## src/rtl/mem_port_arbiter.sv

```systemverilog
// Arbiter sharing one single-port memory between fetch (I) and data (D) ports.
// D is preferred; I is forced after MAX_WAIT D grants. A stuck memory is timed out.
module mem_port_arbiter #(
    parameter int ADDR_W   = 16,
    parameter int DATA_W   = 16,
    parameter int MAX_WAIT = 3,
    parameter int TIMEOUT  = 15
) (
    input  logic              clk,
    input  logic              rst,
    input  logic              i_req,
    input  logic [ADDR_W-1:0] i_addr,
    output logic              i_ack,
    output logic [DATA_W-1:0] i_rdata,
    input  logic              d_req,
    input  logic              d_we,
    input  logic [ADDR_W-1:0] d_addr,
    input  logic [DATA_W-1:0] d_wdata,
    output logic              d_ack,
    output logic [DATA_W-1:0] d_rdata,
    output logic              if_stall,
    output logic              mem_stall,
    output logic              mem_req,
    output logic              mem_we,
    output logic [ADDR_W-1:0] mem_addr,
    output logic [DATA_W-1:0] mem_wdata,
    input  logic [DATA_W-1:0] mem_rdata,
    input  logic              mem_ready,
    output logic              err_timeout
);

    localparam int WAIT_W = $clog2(MAX_WAIT + 1);
    localparam logic [WAIT_W-1:0] WAIT_MAX = WAIT_W'(MAX_WAIT);
    localparam logic [WAIT_W-1:0] WAIT_ONE = WAIT_W'(1);
    localparam logic [3:0]        TMO_LAST = 4'(TIMEOUT - 1);

    typedef enum logic [1:0] {
        IDLE   = 2'd0,
        BUSY_I = 2'd1,
        BUSY_D = 2'd2
    } state_t;

    state_t            state_r;
    logic [WAIT_W-1:0] wait_r;
    logic [3:0]        tmo_r;
    logic              grant_i_s;
    logic              grant_d_s;

    assign if_stall  = i_req & ~i_ack;
    assign mem_stall = d_req & ~d_ack;

    // Winner selection: D by default, I when it has waited out MAX_WAIT D grants
    always_comb begin
        grant_i_s = 1'b0;
        grant_d_s = 1'b0;
        if (i_req && (!d_req || (wait_r == WAIT_MAX))) begin
            grant_i_s = 1'b1;
        end else if (d_req) begin
            grant_d_s = 1'b1;
        end else begin
            grant_i_s = 1'b0;
            grant_d_s = 1'b0;
        end
    end

    // Arbitration FSM with registered memory-side and pipeline-side outputs
    always_ff @(posedge clk) begin
        if (rst) begin
            state_r     <= IDLE;
            wait_r      <= {WAIT_W{1'b0}};
            tmo_r       <= 4'd0;
            mem_req     <= 1'b0;
            mem_we      <= 1'b0;
            mem_addr    <= {ADDR_W{1'b0}};
            mem_wdata   <= {DATA_W{1'b0}};
            i_ack       <= 1'b0;
            d_ack       <= 1'b0;
            i_rdata     <= {DATA_W{1'b0}};
            d_rdata     <= {DATA_W{1'b0}};
            err_timeout <= 1'b0;
        end else begin
            i_ack <= 1'b0;
            d_ack <= 1'b0;
            case (state_r)
                IDLE: begin
                    if (grant_i_s) begin
                        state_r   <= BUSY_I;
                        mem_req   <= 1'b1;
                        mem_we    <= 1'b0;
                        mem_addr  <= i_addr;
                        mem_wdata <= {DATA_W{1'b0}};
                        wait_r    <= {WAIT_W{1'b0}};
                        tmo_r     <= 4'd0;
                    end else if (grant_d_s) begin
                        state_r   <= BUSY_D;
                        mem_req   <= 1'b1;
                        mem_we    <= d_we;
                        mem_addr  <= d_addr;
                        mem_wdata <= d_wdata;
                        tmo_r     <= 4'd0;
                        if (i_req && (wait_r != WAIT_MAX)) begin
                            wait_r <= wait_r + WAIT_ONE;
                        end
                    end
                end
                BUSY_I, BUSY_D: begin
                    // Completion and timeout both release the owner with an ack
                    if (mem_ready || (tmo_r == TMO_LAST)) begin
                        state_r <= IDLE;
                        mem_req <= 1'b0;
                        mem_we  <= 1'b0;
                        if (!mem_ready) begin
                            err_timeout <= 1'b1;
                        end
                        if (state_r == BUSY_I) begin
                            i_ack   <= 1'b1;
                            i_rdata <= mem_ready ? mem_rdata : {DATA_W{1'b0}};
                        end else begin
                            d_ack   <= 1'b1;
                            d_rdata <= mem_ready ? mem_rdata : {DATA_W{1'b0}};
                        end
                    end else begin
                        tmo_r <= tmo_r + 4'd1;
                    end
                end
                default: begin
                    state_r <= IDLE;
                    mem_req <= 1'b0;
                    mem_we  <= 1'b0;
                end
            endcase
        end
    end

endmodule

```

## config.mk

```make
export PLATFORM = sky130hd
export DESIGN_NAME = mem_port_arbiter
export DESIGN_NICKNAME = d
export VERILOG_FILES = /design/src/rtl/mem_port_arbiter.sv
export SDC_FILE = /design/constraint.sdc
export NUM_CORES = 1
export LEC_CHECK = 0
export CAP_MARGIN = 20
export CORE_MARGIN = 2
export CORE_UTILIZATION = 40
export CTS_CLUSTER_DIAMETER = 50
export CTS_CLUSTER_SIZE = 28
export DETAILED_ROUTE_END_ITERATION = 7
export PLACE_DENSITY_LB_ADDON = 0.2
export SLEW_MARGIN = 0
export SYNTH_ARGS = -nofsm -noshare
export SYNTH_HDL_FRONTEND = slang
export SYNTH_SLANG_ARGS = --single-unit
```

## constraint.sdc

```tcl
create_clock -name clk -period 1.9 [get_ports clk]
set_input_delay 0.285 -clock clk [delete_from_list [all_inputs] [get_ports clk]]
set_output_delay 0.285 -clock clk [all_outputs]
set_load 0.02 [all_outputs]
```

==> results.toml <==
[synth]
yosysSeqAreaShare_pct = 48.5
synth_fa_ha_area_share_pct = 1.97
avgSynthCellArea_sq_um = 8.78
synthCells = 362
synth_compound_area_share_pct = 15.6
synth_area_sq_um = 3180
synth-simple-area-share_pct = 23.6
yosysMostFrequentCell = "dfxtp_1"
synth-xor-area-share_pct = 0
synth_top_family_by_area = "simple AND/OR/NAND/NOR gates"
async_flop_share_pct = 0
synth_edf_count = 0
netlist-cell-type-count = 36
netlist.area_leader.share_pct = 48.5
syn-num-nets = 437
ys_ff_latch = 77
netlist.top_cell.by_area = "dfxtp_1"
ys_top_cells_by_count = "77 x dfxtp_1, 60 x nor2_1, 37 x nand2_1"
synthFlopType = "dfxtp_1"
synthMuxAreaShare_pct = 5.35
ys_warn_count = 0
synthTopCellsByArea = "dfxtp_1 48%, nor2_1 7.1%, mux2i_1 5.4%"

[die]
ios = 141
dieArea_sq_um = 8680
start_util_pct = 41.1
die_h_microns = 93.2
die_w_microns = 93.2
rows = 32
coreArea_sq_um = 7730

[global_route]
top_usage_layer = "met2"
grt_use_met2_pct = 31.5
grt_pass1_vias = 3029
grt_overflow_total = 0
antenna_found_initial = 0
grt_max_degree = 26
grtUsageTotal_pct = 20.1
grt_util_met3_pct = 5.40
grt_first_pass_wirelength_mm = 14.0
use_met1_pct = 26.7

[finish]
area_growth_pct = 55.3
n_antenna_cell = 0
drive_gt1_share_pct = 8.89
fin_nets = 576

[sta]
fin_skew_ns = 0.0111
worst_slew_pin_slew_ns = 0.494
setup_viol = 0
timing.final.crit_share_pct = 97.3
rsz0062_at_grt = "false"
slew_violations = 0
min_period_ns = 1.85
slew_headroom_pct = 66.9
clock.fmax_mhz = 541
hold_viol = 0
tns_ns = 0
layout_setup_ws_ns = 0.0520
holdWs_ns = 0.343

[cts]
cts_tree = "done"
clk-insertion-delay-late_ns = 0.34
path_clk_slew_ns = 0.07
clockBufferDepth = 2
cts_root_buffer = "clkbuf_8"
clock_sinks = 77
htree_levels = 3
cts_inserted_buffers = 9
holdBufCountCts = 0

[detailed_routing]
antenna_left = 0
drc = 0
drtIter0Drc = 109
viasPerCell = 5.12
routed_wl_mm = 8.57
first_pass_iters = 4
via_count = 3110
wl_per_cell_microns = 14.1

[worst_setup_path]
reg2reg_depth = 6
critical_path_required_ns = 1.62
end_kind = "output port"
crit_fanout = 2
setup.worst_path.start_class = "input port"
cp.arrival_ns = 1.56
worstSetupPathType = "in2out"

[power_and_ir_drop]
p_comb_share_pct = 25.7
finalPower_w = 0.00398
power.density_nw_per_um2 = 807
p_sw_share_pct = 29.0
power.leakage_nw = 1.83
p_switching_w = 0.00115
pwr-share-seq_pct = 44.7
intPower_w = 0.00283
clkPwrFrac_pct = 29.6
ir_drop_mv = 0.405

[run]
maxCapViolCount = 0

[place]
post-dp-hpwl_mm = 6.26
io_buffers = 140
detailedPlace.worstSlack_ns = 0.0432
gp_congestion = 0.821

[worst_hold_path]
hold_depth = 2
min_path_type = "in2reg"

[run_status]
status = "completed"
[placed cells by master (no fill, tap or decap), drive strengths merged, types with 2 or more instances in the layout]
master         count
a31oi              2
nor2b              2
a21oi             21
nor2              60
ha                 5
clkinv             5
and2              16
nand2             37
mux2i             17
clkbuf             9
nor3               2
nand4             17
buf               19
inv                6
a22oi             19
nand3             17
nand2b             5
clkdlybuf4s50    139
a311oi            18
dfxtp             77
[worst paths after layout]
| path | from | endpoint | slack, ns |
|---|---|---|---|
| max | i_req | if_stall | 0.05 |
| min | rst | mem_wdata[1] | 0.34 |
| max reg2reg | tmo_r[0] | i_rdata[15] | 0.16 |
| min reg2reg | i_rdata[12] | i_rdata[12] | 0.46 |
[flip-flops by register name, indices dropped and copies added (netlist names)]
register     cells
wait_r           2
d_rdata         16
mem_wdata       16
mem_we           1
mem_addr        16
i_rdata         16
d_ack            1
i_ack            1
tmo_r            4
state_r          2
err_timeout      1
mem_req          1
[critical path, cell delays in order]
cell and delay (ns):
clkdlybuf4s50_1 0.49, nor2b_1 0.15, clkdlybuf4s50_1 0.64
[cell families after synthesis]
family / count (synthesis)
flip-flops: 77
buffers and inverters: 36
multiplexers: 17
AND/OR/NAND/NOR: 160
adder cells (fa/ha/maj): 5
AO/OA/AOI/OAI: 67
[per-layer routing]
metal,part of all wire (%),routed length (microns)
met5,0,0
met4,1.4,124
met3,6.4,552
met2,47,4030
met1,45,3870
[through the flow]
stage                     area (sq um)  instances  utilization (%)
after detailed placement          4740        592             61.4
final                             4940        608             63.9
after global placement            4740        592             61.4
after CTS                         4930        608             63.8
after floorplan                   3180        362                -
after global routing              4940        608             63.9
[what timing repair did]
action,in CTS,in global routing
endpoints found under the setup margin,0,1
resized for setup,0,1
setup buffers,0,0
[layout make-up]
cell class	instances	area [sq um]
Fill cell	642	2790
Timing Repair Buffer	158	1570
Sequential cell	77	1540
Multi-Input combinational cell	249	1490
Tap cell	102	128
Clock buffer	9	124
Clock inverter	7	66.3
Inverter	6	22.5
[power groups by stage]
stage	registers, W	logic [W]	clock network, W
2_1_floorplan	0.00193	0.000416	0
3_3_place_gp	0.00181	0.00101	0
3_5_place_dp	0.00181	0.00103	0
4_1_cts	0.00178	0.00103	0.00121
5_1_grt	0.00179	0.00111	0.00129
6_report	0.00178	0.00102	0.00118
No activity file was read; power rests on OpenSTA's default activity.
